$ cat src/rtl/tls_pkg.sv
// Shared opcodes, FSM state encoding and data-byte check for the traffic-light command front end.
package tls_pkg;

    localparam int unsigned DUR_W = 4;

    localparam logic [7:0] OP_SET      = 8'h10;
    localparam logic [7:0] OP_JUMP     = 8'h20;
    localparam logic [7:0] OP_STOP_ON  = 8'h30;
    localparam logic [7:0] OP_STOP_OFF = 8'h31;

    typedef enum logic [2:0] {
        StIdle,
        StGetG,
        StGetY,
        StGetR,
        StLoad,
        StFire
    } tls_state_e;

    // A duration byte must have a zero upper nibble and a nonzero lower nibble.
    function automatic logic data_ok(input logic [7:0] b);
        return (b[7:4] == 4'h0) && (b[3:0] != 4'h0);
    endfunction

endpackage

$ cat src/rtl/tls_cmd_if.sv
// Byte-stream valid/ready channel feeding the command front end.
interface tls_cmd_if;

    logic       in_valid;
    logic       in_ready;
    logic [7:0] in_data;

    modport master (output in_valid, output in_data, input in_ready);
    modport slave  (input in_valid, input in_data, output in_ready);

endinterface

$ cat src/rtl/tls_frame_timer.sv
// Saturating inter-byte idle counter; flags the cycle on which the count reaches Timeout.
module tls_frame_timer #(
    parameter int unsigned Timeout = 255
) (
    input  logic clk,
    input  logic reset,
    input  logic clr_i,
    input  logic en_i,
    output logic expired_o
);

    localparam int unsigned CntW = $clog2(Timeout + 1);
    localparam logic [CntW-1:0] Limit   = CntW'(Timeout);
    localparam logic [CntW-1:0] LimitM1 = CntW'(Timeout - 1);

    logic [CntW-1:0] cnt_q, cnt_d;

    always_comb begin
        cnt_d = cnt_q;
        if (clr_i) begin
            cnt_d = '0;
        end else if (en_i && (cnt_q != Limit)) begin
            cnt_d = cnt_q + 1'b1;
        end
    end

    // Expires on the idle cycle whose increment lands the count on Limit.
    assign expired_o = en_i && !clr_i && (cnt_q >= LimitM1);

    always_ff @(posedge clk or posedge reset) begin
        if (reset) begin
            cnt_q <= '0;
        end else begin
            cnt_q <= cnt_d;
        end
    end

endmodule

$ cat src/rtl/tls_cmd_ctrl.sv
// Command front end: decodes opcodes, assembles SET frames and drives sequencer controls.
module tls_cmd_ctrl
    import tls_pkg::*;
#(
    parameter int unsigned TIMEOUT = 255
) (
    input  logic             clk,
    input  logic             reset,
    tls_cmd_if.slave         cmd,
    output logic             set_o,
    output logic             stop_o,
    output logic             jump_o,
    output logic [DUR_W-1:0] gin_o,
    output logic [DUR_W-1:0] yin_o,
    output logic [DUR_W-1:0] rin_o,
    output logic             err_o,
    output logic             busy_o
);

    tls_state_e state_q, state_d;

    logic [DUR_W-1:0] sh_g_q, sh_g_d, sh_y_q, sh_y_d, sh_r_q, sh_r_d;
    logic [DUR_W-1:0] gin_q, gin_d, yin_q, yin_d, rin_q, rin_d;
    logic             stop_q, stop_d;
    logic             set_q, set_d, jump_q, jump_d, err_q, err_d, busy_q;

    logic accept, in_get, expired;

    assign in_get        = (state_q == StGetG) || (state_q == StGetY) || (state_q == StGetR);
    assign cmd.in_ready  = (state_q == StIdle) || in_get;
    assign accept        = cmd.in_valid && cmd.in_ready;

    tls_frame_timer #(
        .Timeout (TIMEOUT)
    ) u_timer (
        .clk       (clk),
        .reset     (reset),
        .clr_i     ((state_q == StIdle) || accept),
        .en_i      (in_get),
        .expired_o (expired)
    );

    always_comb begin
        state_d = state_q;
        sh_g_d  = sh_g_q;
        sh_y_d  = sh_y_q;
        sh_r_d  = sh_r_q;
        gin_d   = gin_q;
        yin_d   = yin_q;
        rin_d   = rin_q;
        stop_d  = stop_q;
        set_d   = 1'b0;
        jump_d  = 1'b0;
        err_d   = 1'b0;

        unique case (state_q)
            StIdle: begin
                if (accept) begin
                    unique case (cmd.in_data)
                        OP_SET:      state_d = StGetG;
                        OP_JUMP:     jump_d  = 1'b1;
                        OP_STOP_ON:  stop_d  = 1'b1;
                        OP_STOP_OFF: stop_d  = 1'b0;
                        default:     err_d   = 1'b1;
                    endcase
                end
            end
            StGetG, StGetY, StGetR: begin
                if ((accept && !data_ok(cmd.in_data)) || (!accept && expired)) begin
                    err_d   = 1'b1;
                    state_d = StIdle;
                    sh_g_d  = '0;
                    sh_y_d  = '0;
                    sh_r_d  = '0;
                end else if (accept) begin
                    unique case (state_q)
                        StGetG: begin
                            sh_g_d  = cmd.in_data[DUR_W-1:0];
                            state_d = StGetY;
                        end
                        StGetY: begin
                            sh_y_d  = cmd.in_data[DUR_W-1:0];
                            state_d = StGetR;
                        end
                        default: begin
                            // Live buses update on entry to LOAD so they are settled a cycle before set.
                            sh_r_d  = cmd.in_data[DUR_W-1:0];
                            gin_d   = sh_g_q;
                            yin_d   = sh_y_q;
                            rin_d   = cmd.in_data[DUR_W-1:0];
                            state_d = StLoad;
                        end
                    endcase
                end
            end
            StLoad: begin
                set_d   = 1'b1;
                state_d = StFire;
            end
            StFire:  state_d = StIdle;
            default: state_d = StIdle;
        endcase
    end

    always_ff @(posedge clk or posedge reset) begin
        if (reset) begin
            state_q <= StIdle;
            sh_g_q  <= '0;
            sh_y_q  <= '0;
            sh_r_q  <= '0;
            gin_q   <= '0;
            yin_q   <= '0;
            rin_q   <= '0;
            stop_q  <= 1'b0;
            set_q   <= 1'b0;
            jump_q  <= 1'b0;
            err_q   <= 1'b0;
            busy_q  <= 1'b0;
        end else begin
            state_q <= state_d;
            sh_g_q  <= sh_g_d;
            sh_y_q  <= sh_y_d;
            sh_r_q  <= sh_r_d;
            gin_q   <= gin_d;
            yin_q   <= yin_d;
            rin_q   <= rin_d;
            stop_q  <= stop_d;
            set_q   <= set_d;
            jump_q  <= jump_d;
            err_q   <= err_d;
            busy_q  <= (state_d != StIdle);
        end
    end

    assign set_o  = set_q;
    assign stop_o = stop_q;
    assign jump_o = jump_q;
    assign gin_o  = gin_q;
    assign yin_o  = yin_q;
    assign rin_o  = rin_q;
    assign err_o  = err_q;
    assign busy_o = busy_q;

endmodule

$ cat src/flat_wrapper.sv
// flat-port wrapper written by rule: the top's interface ports become plain ports
module tls_cmd_ctrl_flat import tls_pkg::*;
#(
    parameter int unsigned TIMEOUT = 255
)
  (clk, reset, set_o, stop_o, jump_o, gin_o, yin_o, rin_o, err_o, busy_o, cmd_in_valid, cmd_in_data, cmd_in_ready);
  tls_cmd_if cmd_i ();
  input  logic clk;
  input  logic reset;
  output logic set_o;
  output logic stop_o;
  output logic jump_o;
  output logic [DUR_W-1:0] gin_o;
  output logic [DUR_W-1:0] yin_o;
  output logic [DUR_W-1:0] rin_o;
  output logic err_o;
  output logic busy_o;
  input wire logic [$bits(cmd_i.in_valid)-1:0] cmd_in_valid;
  input wire logic [$bits(cmd_i.in_data)-1:0] cmd_in_data;
  output wire logic [$bits(cmd_i.in_ready)-1:0] cmd_in_ready;
  assign cmd_i.in_valid = cmd_in_valid;
  assign cmd_i.in_data = cmd_in_data;
  assign cmd_in_ready = cmd_i.in_ready;
  tls_cmd_ctrl #(.TIMEOUT(TIMEOUT)) u_core (.clk(clk), .reset(reset), .cmd(cmd_i), .set_o(set_o), .stop_o(stop_o), .jump_o(jump_o), .gin_o(gin_o), .yin_o(yin_o), .rin_o(rin_o), .err_o(err_o), .busy_o(busy_o));
endmodule
$ cat config.mk
export PLATFORM = sky130hd
export DESIGN_NAME = tls_cmd_ctrl_flat
export DESIGN_NICKNAME = d
export VERILOG_FILES = /design/src/rtl/tls_pkg.sv /design/src/rtl/tls_cmd_if.sv /design/src/rtl/tls_frame_timer.sv /design/src/rtl/tls_cmd_ctrl.sv /design/src/flat_wrapper.sv
export SDC_FILE = /design/constraint.sdc
export NUM_CORES = 1
export LEC_CHECK = 0
export CAP_MARGIN = 30
export CORE_MARGIN = 10
export CORE_UTILIZATION = 30
export DETAILED_ROUTE_END_ITERATION = 12
export DONT_BUFFER_PORTS = 1
export GPL_TIMING_DRIVEN = 0
export PLACE_DENSITY = 0.42
export SLEW_MARGIN = 15
export SYNTH_ARGS = -nofsm -noshare
export SYNTH_HDL_FRONTEND = slang
export SYNTH_SLANG_ARGS = --single-unit
$ cat constraint.sdc
create_clock -name clk -period 4.7 [get_ports clk]
set_input_delay 0.705 -clock clk [delete_from_list [all_inputs] [get_ports clk]]
set_output_delay 0.705 -clock clk [all_outputs]
set_load 0.05 [all_outputs]
Yosys cells after proc, flatten, opt, wreduce, memory -nomap -nowiden. Cells that the tools add are included.

Flip-flop bits (word level): 36. Output and inout bits: 18.

Bitwise gates (word level): 2. Add/subtract/negate cells: 1. Reductions and logical operators: 31. $lt $le $gt $ge: 1. Mux-type cells: 23. Eq/ne operators: 9.

Operators by type and width (number): == test 8 x 6 -> 1 bit (second input constant) (3); two-way mux 4 bit (6); two-way mux 8 bit (2); two-way mux 3 bit (4); nonzero test 2 bit (5); case mux 3 bit (3 select lines) (1); AND reduction 3 bit (3); adder 8 x 1 -> 8 bit (second input constant) (1); == test 8 x 5 -> 1 bit (second input constant) (1); >= comparator 8 bit (second input constant) (1); != test 8 bit (second input constant) (1); logical AND 1 bit (7); two-way mux 1 bit (7); == test 3 x 2 -> 1 bit (second input constant) (2); case mux 3 bit (2 select lines) (1); logical OR 1 bit (5); logical NOT 4 bit (1); case mux 1 bit (2 select lines) (2); AND reduction 4 bit (1); nonzero test 4 bit (1); OR reduction 4 bit (1); == test 3 x 1 -> 1 bit (second input constant) (1); == test 3 bit (second input constant) (1); logical NOT 1 bit (3); 5 further kinds (6).

Longest topological paths before layout.
Depth after elaboration: 14. Mapped depth: 6.

Modules after synthesis. From an unflattened synthesis, not the netlist that was laid out.

Cells, all modules: 147. Area, all modules: 1751.7 um2.

By module, submodules not included: tls_cmd_ctrl (area an instance 1260.0 um2, cells each 96, times used 1); tls_frame_timer (area an instance 491.7 um2, cells each 51, times used 1).

Worst setup path after synthesis. OpenSTA, ideal clock, no wires.

Path kind: input -> register. Start point: input cmd_in_data[0]. End point: register u_core.gin_q[0] (netlist: u_core.gin_o[0]). Arrival: 1.868 ns. Path slack: 2.707 ns. Path buffers: 1. Stages on the path: 5. Required time: 4.575 ns. Cell sequence: or4_4 nand3_4 nor4_4 buf_8 mux2_4.

Word-level cells in the longest chain between the ends: 7.

RTL lines: start, declared (line flat_wrapper.sv:19) `input wire logic [$bits(cmd_i.in_data)-1:0] cmd_in_data;`; nonzero test 4 bit (line tls_pkg.sv:22) `return (b[7:4] == 4'h0) && (b[3:0] != 4'h0);`; logical AND 1 bit (line tls_pkg.sv:22); logical NOT 1 bit (line tls_cmd_ctrl.sv:69) `if ((accept && !data_ok(cmd.in_data)) || (!accept && expired)) begin`; logical AND 1 bit (line tls_cmd_ctrl.sv:69); logical OR 1 bit (line tls_cmd_ctrl.sv:69); NOT 1 bit (no line); AND reduction 4 bit (no line); end signal, assigned (line tls_cmd_ctrl.sv:124) `gin_q <= gin_d;`; end, declared (line tls_cmd_ctrl.sv:23) `logic [DUR_W-1:0] gin_q, gin_d, yin_q, yin_d, rin_q, rin_d;`.

No other way between the ends. A chain may end at the register's enable or synchronous reset.

Worst setup path after layout.
Start point: register u_core.state_q[2]. End point: register u_core.sh_y_q[3].

Word-level cells in the longest chain between the ends: 13. Elaborated cells on any way between the ends: 21. Those cells by class: eq/ne: 3; mux: 1; reduce/logical: 17.

RTL lines: start, declared (line tls_cmd_ctrl.sv:20) `tls_state_e state_q, state_d;`; start signal, assigned (line tls_cmd_ctrl.sv:107) `state_q <= StIdle;`; start signal, assigned (line tls_cmd_ctrl.sv:120) `state_q <= state_d;`; == test 3 x 1 -> 1 bit / == test 3 x 2 -> 1 bit (equally long branches) (line tls_cmd_ctrl.sv:29, tls_cmd_ctrl.sv:56, tls_cmd_ctrl.sv:76); logical OR 1 bit (2 in a row) (line tls_cmd_ctrl.sv:29) `assign in_get = (state_q == StGetG) || (state_q == StGetY) || (state_q == StGetR);`; logical OR 1 bit (line tls_cmd_ctrl.sv:30) `assign cmd.in_ready = (state_q == StIdle) || in_get;`; logical AND 1 bit (line tls_cmd_ctrl.sv:31) `assign accept = cmd.in_valid && cmd.in_ready;`; logical OR 1 bit (line tls_cmd_ctrl.sv:38) `.clr_i ((state_q == StIdle) || accept),`; logical NOT 1 bit (line tls_frame_timer.sv:28) `assign expired_o = en_i && !clr_i && (cnt_q >= LimitM1);`; logical AND 1 bit (2 in a row) (line tls_frame_timer.sv:28); logical AND 1 bit (line tls_cmd_ctrl.sv:69); logical OR 1 bit (line tls_cmd_ctrl.sv:69); nonzero test 2 bit (no line); AND reduction 3 bit (no line); end signal, assigned (line tls_cmd_ctrl.sv:122) `sh_y_q <= sh_y_d;`; end, declared (line tls_cmd_ctrl.sv:22) `logic [DUR_W-1:0] sh_g_q, sh_g_d, sh_y_q, sh_y_d, sh_r_q, sh_r_d;`.

Parallel ways exist; a longest one is shown, timed or not.

==> impl_metrics.json <==
{
  "ys.flop_type": "dfrtp_1",
  "intPower_mw": 0.435,
  "power_switching_mw": 0.132,
  "holdWs_ps": 432,
  "ant_nets": 0,
  "post-place-ws_ps": 2550,
  "hold_violations": 0,
  "r2r_end": "u_core.sh_y_q[3]",
  "drc": 0,
  "yosysTopAreaCellShare_pct": 51.3,
  "place.gp.congestion": 0.800,
  "synth_cell_types": 45,
  "async_flop_share_pct": 100,
  "setup_viol": 0,
  "vdd_drop_max_mv": 0.104,
  "die_h_um": 96.5,
  "multi_input_area_sq_um": 781,
  "post-route-util_pct": 34.6,
  "grt_first_pass_wirelength_um": 6780,
  "clkPwrFrac_pct": 40.1,
  "finClkSkew_ps": 9.01,
  "cts_buffers": 5,
  "period_share_pct": 41.6,
  "outcome": "completed",
  "synthCells": 149,
  "seq_area_sq_um": 901,
  "vias": 1196,
  "grt_antenna_before_repair": 0,
  "n_fill_cell": 596,
  "worst_pin_slew_ps": 766,
  "ys_warn_count": 0,
  "clk_latency_ps": 290,
  "setup_ws_ps": 2740,
  "overflow": 0,
  "path_clk_slew_ps": 70,
  "p_seq_share_pct": 56.4,
  "instances_no_fill": 229,
  "cts_resized": 0,
  "htreeDepth": 2,
  "syn-num-nets": 162,
  "synth-edff-count": 0,
  "ff2ff_setup_slack_ps": 2740,
  "finish.net_count": 169,
  "ys_seq_elements": 36,
  "antennaDiodeCount": 0,
  "synth_area_sq_mm": 0.00176,
  "wire_per_inst_um": 17.9,
  "drive_gt1_share_pct": 21.7,
  "grt_max_degree": 37,
  "cellPowerDensity_mw_per_mm2": 293,
  "start_util_pct": 31.3,
  "crit_path_start": "u_core.state_q[2]",
  "cp.arrival_ps": 2130,
  "via_per_inst": 5.22,
  "hp-class": "in2async",
  "rows": 27,
  "wl_um": 4100,
  "synth_top_cell_by_area": "dfrtp_1",
  "grtUsageTotal_pct": 9.48,
  "yosys-top-cells-area": "dfrtp_1, mux2_4, a32o_1, mux2_2, nor2_1",
  "ys_seq_area_share_pct": 51.3,
  "power_frac_comb_pct": 3.5,
  "dp.cells": 221,
  "syn_to_final_growth_pct": 10.4,
  "period_needed_ps": 1960,
  "fin_total_pwr_mw": 0.568,
  "synthTopCellsByCount": "dfrtp_1, nor2_1, inv_1, mux2_4, a32o_1",
  "hold_buffers": 0,
  "cts_root_buf": "clkbuf_8",
  "crit_fanout": 10,
  "fp.dieArea_sq_mm": 0.00932,
  "regToRegStartpoint": "u_core.state_q[2]",
  "slew_violations": 0,
  "dr.pass1.iters": 4,
  "post_cts_buffers": 0,
  "p_sw_share_pct": 23.3,
  "grt_pass1_vias": 1239,
  "fmax_mhz": 511,
  "critical_path_class": "reg2reg",
  "core_sq_mm": 0.00561,
  "clock_sinks": 36,
  "syn_area_per_cell_sq_um": 11.8,
  "dp_hpwl_um": 2990,
  "clock_path_buffers": 2,
  "drt-initial-drc-count": 29,
  "die_w_um": 96.5,
  "place_area_sq_mm": 0.00185,
  "worst_r2r_path_depth": 5,
  "rsz0062_at_grt": "false",
  "startpoint_type": "register",
  "fin_area_sq_mm": 0.00194,
  "slew_headroom_pct": 48.9,
  "end_kind": "register",
  "cap_violations": 0,
  "tritoncts": "yes",
  "synth.most_common_cell": "dfrtp_1",
  "fin_setup_tns_ps": 0,
  "portBuffers": 0,
  "cellLeakagePower_nw": 0.824,
  "cp_data_required_time_ps": 4870,
  "io_pins": 29
}
## power by group through the flow
| stage | clock [mW] | sequential (mW) | combinational [mW] |
|---|---|---|---|
| finish | 0.228 | 0.320 | 0.0198 |
| global route | 0.250 | 0.321 | 0.0233 |
| CTS | 0.236 | 0.320 | 0.0207 |
| detailed placement | 0 | 0.326 | 0.0206 |
| global placement | 0 | 0.326 | 0.0200 |
| floorplan | 0 | 0.326 | 0.0160 |
## per-layer routing
metal / GRT usage [%] / vias to the layer above / routed length [um] / share of wire (%)
li1: - / 562 / - / -
met1: 12.0 / 601 / 1850 / 45
met2: 13.9 / 27 / 1900 / 46
met3: 4.86 / 6 / 307 / 7.5
met4: 2.54 / 0 / 37 / 0.90
met5: 0 / - / 0 / 0
## cell usage in the layout (no fill, tap or decap), types with 4 or more instances in the layout
| master | instances |
|---|---|
| mux2_4 | 9 |
| dfrtp_1 | 36 |
| a32o_1 | 8 |
| clkbuf_8 | 6 |
| mux2_2 | 4 |
| a21oi_1 | 4 |
| nor3_1 | 4 |
| nand2_1 | 7 |
| nand3_1 | 5 |
| inv_1 | 8 |
| nor2_1 | 11 |
## critical path, cell delays in order (launching register included)
cell	delay, ps
dfrtp_1	380
buf_4	170
o21bai_1	230
nor4_2	550
a31oi_2	200
a32o_1	300
## worst max path at each step
stage          cells after the start          endpoint
3_3_place_gp                       5  u_core.sh_g_q[2]
4_1_cts                            5  u_core.sh_y_q[3]
2_1_floorplan                      5   u_core.gin_o[0]
3_5_place_dp                       5   u_core.gin_o[3]
6_report                           5  u_core.sh_y_q[3]
5_1_grt                            5  u_core.sh_y_q[2]
## final cells by class
cell class                      count  share of cell area (%)
Multi-Input combinational cell     98                    40.3
Tap cell                           72                    4.65
Inverter                            9                    1.74
Buffer                              6                    2.13
Clock buffer                        6                    4.26
Sequential cell                    36                    46.5
Clock inverter                      2                   0.516
## state kept, by name, summed over array words and instances (netlist names)
signal / count
u_core.u_timer.cnt_q: 8
u_core.sh_g_q: 4
u_core.yin_o: 4
u_core.rin_o: 4
u_core.gin_o: 4
u_core.set_o: 1
u_core.err_o: 1
u_core.stop_o: 1
u_core.busy_o: 1
u_core.sh_y_q: 4
u_core.state_q: 3
u_core.jump_o: 1
## cell families after synthesis
logic type,after synthesis,share of synthesized area (%)
DFF,36,51.3
AOI/OAI and AO/OA,28,12.9
buffers and inverters,15,4.27
xor gates and xnor gates,3,1.50
muxes,15,11.4
adders and majority gates,2,1.42
and+or+nand+nor,50,17.2
Power figures use the tool's default switching activity.
==> edit 1, RTL diff (same settings) <==
`DUR_W`: 4 -> 5.
--- a/src/rtl/tls_pkg.sv
+++ b/src/rtl/tls_pkg.sv
@@ -1,7 +1,7 @@
 // Shared opcodes, FSM state encoding and data-byte check for the traffic-light command front end.
 package tls_pkg;
 
-    localparam int unsigned DUR_W = 4;
+    localparam int unsigned DUR_W = 5;
 
     localparam logic [7:0] OP_SET      = 8'h10;
     localparam logic [7:0] OP_JUMP     = 8'h20;
Interface: changed (resized gin_o, rin_o and yin_o); port bits go from 29 to 32. No check against the original RTL was run, so the function may have changed too.
==> edit 1 against the original RTL <==
- synthesized cell count increased by 11%
- sequential share of layout area increased by 2.3 points
- critical path type is now in -> reg
- power increased by 18%
- synthesized area increased by 6.7%
- sequential cell count increased by 5
- clock skew decreased by 0.0018 ns
- non-clock buffer count increased by 2
- design area increased by 8.5%
- count of clock-buffer cells in the layout decreased by 1
- critical endpoint is now u_core.gin_o[2]
- maximum frequency decreased by 8.0%
- worst setup slack got worse by 0.17 ns
- routed wire length decreased by 2.5%
==> edit 1: results (changes against the original RTL) <==
----------------------------------------------------
[Yosys]
  List of most frequent post-synthesis cells ... sky130_fd_sc_hd__dfrtp_1, sky130_fd_sc_hd__nand2_1, sky130_fd_sc_hd__mux2_1, sky130_fd_sc_hd__nor2_1, sky130_fd_sc_hd__o22ai_1
  Total nets after synthesis ... 178 (+9.9%)
  Number of library cell types mapped by synthesis ... 43 (-4.4%)
  Share of synthesized registers carrying an async set or reset ... 1.00 (unchanged)
  Part of the Yosys area used for sequential elements ... 0.547 (+0.0346)
  Top post-synthesis cells by area ... sky130_fd_sc_hd__dfrtp_1, sky130_fd_sc_hd__mux2_1, sky130_fd_sc_hd__nand2_1, sky130_fd_sc_hd__nor2_1, sky130_fd_sc_hd__o22ai_1

[Clock tree]
  Root Buffer ... sky130_fd_sc_hd__clkbuf_8
  CTS buffer count ... 5 (unchanged)
  Number of cells upsized or downsized after cts ... 0 (unchanged)
  Number of H-tree levels ... 2 (unchanged)
  Cts-stage hold buffer count ... 0 (unchanged)
  Number of buffers on the longest clock path ... 2 (unchanged)

[Global routing]
  GR Util met1 ... 0.0942 (-0.0254)
  Fraction of met2 tracks used by global routing ... 0.138 (-0.00142)
  Via count of the first global-routing pass ... 1304 (+5.2%)
  Overall Global Routing Usage ... 0.0844 (-0.0104)
  Largest net degree at the start of global routing ... 36 (-2.7%)
  Met3 track demand over resource in global routing ... 0.0384 (-0.0102)
  Wire length of the first global-routing pass ... 6800 um (+0.31%)

[Power]
  Static Leak ... 0.947 nW (+15%)
  Internal power ... 0.000520 W (+19%)
  VDD IR max ... 0.112 mV (+7.8%)

[STA]
  Post-Route Skew ... 0.00718 ns (-0.00183 ns)
  Worst Max-Slew Pin Slew ... 0.589 ns (-0.176 ns)
  Post-layout minimum cycle time ... 2.13 ns (+0.170 ns)

[Placement]
  Post-Place Worst Slack ... 2.26 ns (-0.293 ns)
  Detail Placement HPWL ... 2950 um (-1.5%)
  Global placer's final weighted congestion ... 0.751 (-6.2%)

[Critical path]
  Number of cells on the worst reg-to-reg path ... 6 (+1)
  Slack of the worst reg-to-reg path ... 2.60 ns (-0.14 ns)
  Source of the critical timing path ... cmd_in_data[4]
  Arrival @ worst endpoint ... 2.30 ns (+0.17 ns)
  Delay-heaviest family, CP ... simple AND/OR/NAND/NOR gates
  Cell with the largest stage delay on the worst path ... sky130_fd_sc_hd__or4_4
  Worst R2R End ... u_core.sh_g_q[2]
  Worst reg2reg path startpoint ... u_core.u_timer.cnt_q[3]
  Crit path capture ... u_core.gin_o[2]

[Finish]
  Share of post-route cells with drive strength above 1 ... 0.0977 (-0.119)
  Number of nets at the end of the flow ... 186 (+10%)

[Outcome]
  Result of the run ... finished, final reports clean

[Drt]
  Starting DRC count in detailed routing ... 53 (+83%)
  Avg Vias per Cell ... 5.11 (-2.1%)
  Drt wl/cell ... 16.0 um (-10%)

[Run]
  Max-Cap Viols ... 0 (unchanged)

----------------------------------------------------
-- edit 1: cell count changes after synthesis, sizes merged, moves of 3 or more --
cell / delta
nand2: +10
dfrtp: +5
or4: -3
nand3: -3
clkbuf: +4
or2: +3
buf: -3
inv: -5
o21ai: -3
o22ai: +7
a32o: -8
nor2: +4
a211oi: +3
-- edit 1: cells by family (layout without fill, tap and decap cells) --
group,count (synthesis),after routing,synth area share
and+or+nand+nor,63,63,0.192
DFF,41,41,0.547
AOI/OAI and AO/OA,28,28,0.107
muxes,15,15,0.0901
buffers and inverters,11,20,0.0260
xor gates and xnor gates,4,4,0.0187
adders and majority gates,3,3,0.0187
-- edit 1: metal layers --
metal | wire length, um | part of all wire
met1 | 1690 | 0.42
met2 | 2000 | 0.50
met3 | 281 | 0.070
met4 | 31 | 0.0078
met5 | 0 | 0
-- edit 1: worst register-to-register path: cells and delay by family, from the launching register on --
family | cells | cell delay (ns)
compound gates | 3 | 0.76
buf+inv | 2 | 0.60
simple gates | 1 | 0.20
flops | 1 | 0.41
-- edit 1: stage by stage --
step	cell area, um^2	instances
after global routing	2100	249
final	2100	249
after CTS	2100	249
after global placement	1970	240
after detailed placement	1990	241
after floorplan	1870	165
-- edit 1: area by class of cell --
type	instances	area, um^2
Sequential cell	41	1030
Inverter	4	15.0
Buffer	7	33.8
Clock inverter	3	46.3
Timing Repair Buffer	1	20.0
Tap cell	75	93.8
Fill cell	586	3890
Clock buffer	5	68.8
Multi-Input combinational cell	113	800
-- edit 1: worst min-delay path by stage --
stage	cells past startpoint	slack (ns)	endpoint
CTS	1	0.18	u_core.u_timer.cnt_q[2]
global route	1	0.17	u_core.u_timer.cnt_q[5]
floorplan	1	0.46	u_core.gin_o[2]
global placement	1	0.47	u_core.yin_o[4]
finish	1	0.18	u_core.u_timer.cnt_q[2]
detailed placement	1	0.48	u_core.yin_o[0]
-- edit 1: power groups by stage --
stage               combinational (W)  clock [W]  sequential [W]
floorplan                   0.0000136          0        0.000368
global placement            0.0000168          0        0.000369
detailed placement          0.0000195          0        0.000369
CTS                         0.0000197   0.000298        0.000362
global route                0.0000214   0.000318        0.000362
finish                      0.0000186   0.000289        0.000362
==> edit 2, RTL diff (config.mk and constraints unchanged) <==
Made on the original files. The 6 states of `tls_state_e` get a one-hot encoding in 6 bits.
--- a/src/rtl/tls_pkg.sv
+++ b/src/rtl/tls_pkg.sv
@@ -8,13 +8,13 @@
     localparam logic [7:0] OP_STOP_ON  = 8'h30;
     localparam logic [7:0] OP_STOP_OFF = 8'h31;
 
-    typedef enum logic [2:0] {
-        StIdle,
-        StGetG,
-        StGetY,
-        StGetR,
-        StLoad,
-        StFire
+    typedef enum logic [5:0] {
+        StIdle = 6'b000001,
+        StGetG = 6'b000010,
+        StGetY = 6'b000100,
+        StGetR = 6'b001000,
+        StLoad = 6'b010000,
+        StFire = 6'b100000
     } tls_state_e;
 
     // A duration byte must have a zero upper nibble and a nonzero lower nibble.
Behaviour: same outputs for any inputs over 10 cycles, from zero or initial values and one cycle with reset high; not proved beyond that.
==> edit 2 against the original RTL <==
- design area grew 14%
- via count grew 7.4%
- global-route usage shrank 0.44 points
- sequential cell count grew 3
- clock skew shrank 0.0040 ns
- synthesized area grew 11%
- routed wire length grew 5.5%
- register-to-register slack lost 0.13 ns
- power grew 23%
- synthesized cell count grew 12%
- sequential share of layout area shrank 2.2 points
- utilization grew 0.40 points
- worst setup slack lost 0.92 ns
- cell count grew 10%
- critical path type is now reg -> out
- largest cell class unchanged
- largest power group unchanged
==> edit 2: results (changes against the original RTL) <==
----------------------------------------------------
[Drt]
  Via count ... 1285 (+7.4%)
  Total iterations of the first detailed-routing run ... 4 (unchanged)
  Drt wl/cell ... 17.1 um (-4.5%)
  Starting DRC count in detailed routing ... 45 (+55%)

[Min path]
  Class of the worst hold path ... in -> async

[Finish]
  Share of post-route cells with drive strength above 1 ... 0.205 (-0.0120)
  Number of nets at the end of the flow ... 188 (+11%)
  Final standard cell count with taps included and fillers excluded ... 253 (+10%)
  Filler cell count in the final layout ... 643 (+7.9%)

[Clock tree]
  CTS buffer count ... 5 (unchanged)
  Register clock-pin slew on the reported worst setup and hold paths ... 0.08 ns
  Number of cells upsized or downsized after cts ... 0 (unchanged)
  Number of H-tree levels ... 2 (unchanged)
  Root Buffer ... sky130_fd_sc_hd__clkbuf_8
  Clock latency on the worst-skew pair ... 0.29 ns (about the same)
  Number of buffers on the longest clock path ... 2 (unchanged)
  Number of setup buffers added after CTS ... 0 (unchanged)

[Placement]
  Detail Placement HPWL ... 3290 um (+10%)
  Global placer's final weighted congestion ... 0.768 (-4.0%)
  Post-Place Worst Slack ... 2.12 ns (-0.427 ns)

[Yosys]
  Gate count after technology mapping ... 167 (+12%)
  Total nets after synthesis ... 180 (+11%)
  Part of the Yosys area used for sequential elements ... 0.502 (-0.0109)
  Number of library cell types mapped by synthesis ... 47 (+4.4%)
  Share of synthesized registers carrying an async set or reset ... 1.00 (unchanged)
  List of most frequent post-synthesis cells ... sky130_fd_sc_hd__dfrtp_1, sky130_fd_sc_hd__nor2_1, sky130_fd_sc_hd__mux2_1
  Top post-synthesis cells by area ... sky130_fd_sc_hd__dfrtp_1, sky130_fd_sc_hd__mux2_1, sky130_fd_sc_hd__a22o_1, sky130_fd_sc_hd__nor2_1, sky130_fd_sc_hd__xnor2_1
  Number of warnings printed during yosys synthesis ... 0 (unchanged)

[STA]
  Post-Route Skew ... 0.00502 ns (-0.00399 ns)
  Worst Max-Slew Pin Slew ... 0.924 ns (+0.158 ns)

[Outcome]
  Result of the run ... finished, final reports clean

[Power]
  Static Leak ... 0.970 nW (+18%)
  VDD IR max ... 0.151 mV (+46%)

[Global routing]
  Antenna violations before repair ... 0 (unchanged)
  Wire length of the first global-routing pass ... 7220 um (+6.5%)
  Overall Global Routing Usage ... 0.0904 (-0.00439)
  Largest net degree at the start of global routing ... 22 (-41%)

[Critical path]
  Critical path fanouts, max ... 5 (-5)
  Arrival @ worst endpoint ... 2.17 ns (+0.04 ns)

----------------------------------------------------
-- edit 2: changes by cell type after synthesis, moves of 4 or more --
| cell | before | now |
|---|---|---|
| sky130_fd_sc_hd__a32o_1 | 8 | 0 |
| sky130_fd_sc_hd__a22o_1 | 0 | 8 |
| sky130_fd_sc_hd__mux2_4 | 9 | 0 |
| sky130_fd_sc_hd__mux2_1 | 0 | 10 |
| sky130_fd_sc_hd__nor4_1 | 1 | 5 |
-- edit 2: through the flow --
stage | hold WS (ns) | cell area (um^2)
after CTS | 0.320 | 2210
after global placement | 0.478 | 2040
final | 0.312 | 2210
after global routing | 0.333 | 2210
after detailed placement | 0.489 | 2080
after floorplan | 0.465 | 1950
-- edit 2: final cells by class --
cell class | count | area [um^2] | area share
Clock buffer | 6 | 72.6 | 0.0329
Timing Repair Buffer | 1 | 27.5 | 0.0125
Tap cell | 77 | 96.3 | 0.0436
Sequential cell | 39 | 977 | 0.442
Inverter | 8 | 30.0 | 0.0136
Clock inverter | 2 | 60.1 | 0.0272
Buffer | 6 | 43.8 | 0.0198
Multi-Input combinational cell | 114 | 901 | 0.408
-- edit 2: worst paths after layout --
| check | from | to | slack (ns) | cells after the start |
|---|---|---|---|---|
| min | reset | u_core.gin_o[2] | 0.31 | 1 |
| min reg2reg | u_core.sh_g_q[3] | u_core.gin_o[3] | 0.51 | 1 |
| max | u_core.state_q[0] | cmd_in_ready | 1.83 | 2 |
| max reg2reg | u_core.state_q[5] | u_core.sh_g_q[1] | 2.61 | 6 |
| min in group clk | cmd_in_data[4] | u_core.jump_o | 0.49 | 1 |
| max in group asynchronous | reset | u_core.state_q[0] | 3.85 | 2 |
-- edit 2: kinds of logic after synthesis --
kind of cell | count (synthesis) | synth area share
buffers and inverters | 14 | 0.0379
flip-flops | 39 | 0.502
multiplexers | 16 | 0.0906
adder cells (fa/ha/maj) | 2 | 0.0129
AND/OR/NAND/NOR | 62 | 0.210
AO/OA/AOI/OAI | 28 | 0.116
XOR/XNOR | 6 | 0.0308
-- edit 2: routing by layer --
layer  GRT usage  vias to the layer above  wire, um
met4      0.0261                        0        69
met5           0                        -         0
met3      0.0370                        7       277
met1       0.114                      630      2000
met2       0.138                       21      1980
li1            -                      627         -
-- edit 2: worst max-delay path: stages (launching register included) --
cell                       delay [ns]
sky130_fd_sc_hd__dfstp_2         0.58
sky130_fd_sc_hd__or4b_4          0.52
sky130_fd_sc_hd__a211oi_2        0.78
-- edit 2: report_power, final --
| group | internal, W | total [W] | leakage (nW) | switching, W |
|---|---|---|---|---|
| Clock | 0.000212 | 0.000332 | 0.0654 | 0.000120 |
| Combinational | 0.00000882 | 0.0000232 | 0.366 | 0.0000144 |
| Sequential | 0.000337 | 0.000343 | 0.539 | 0.00000568 |
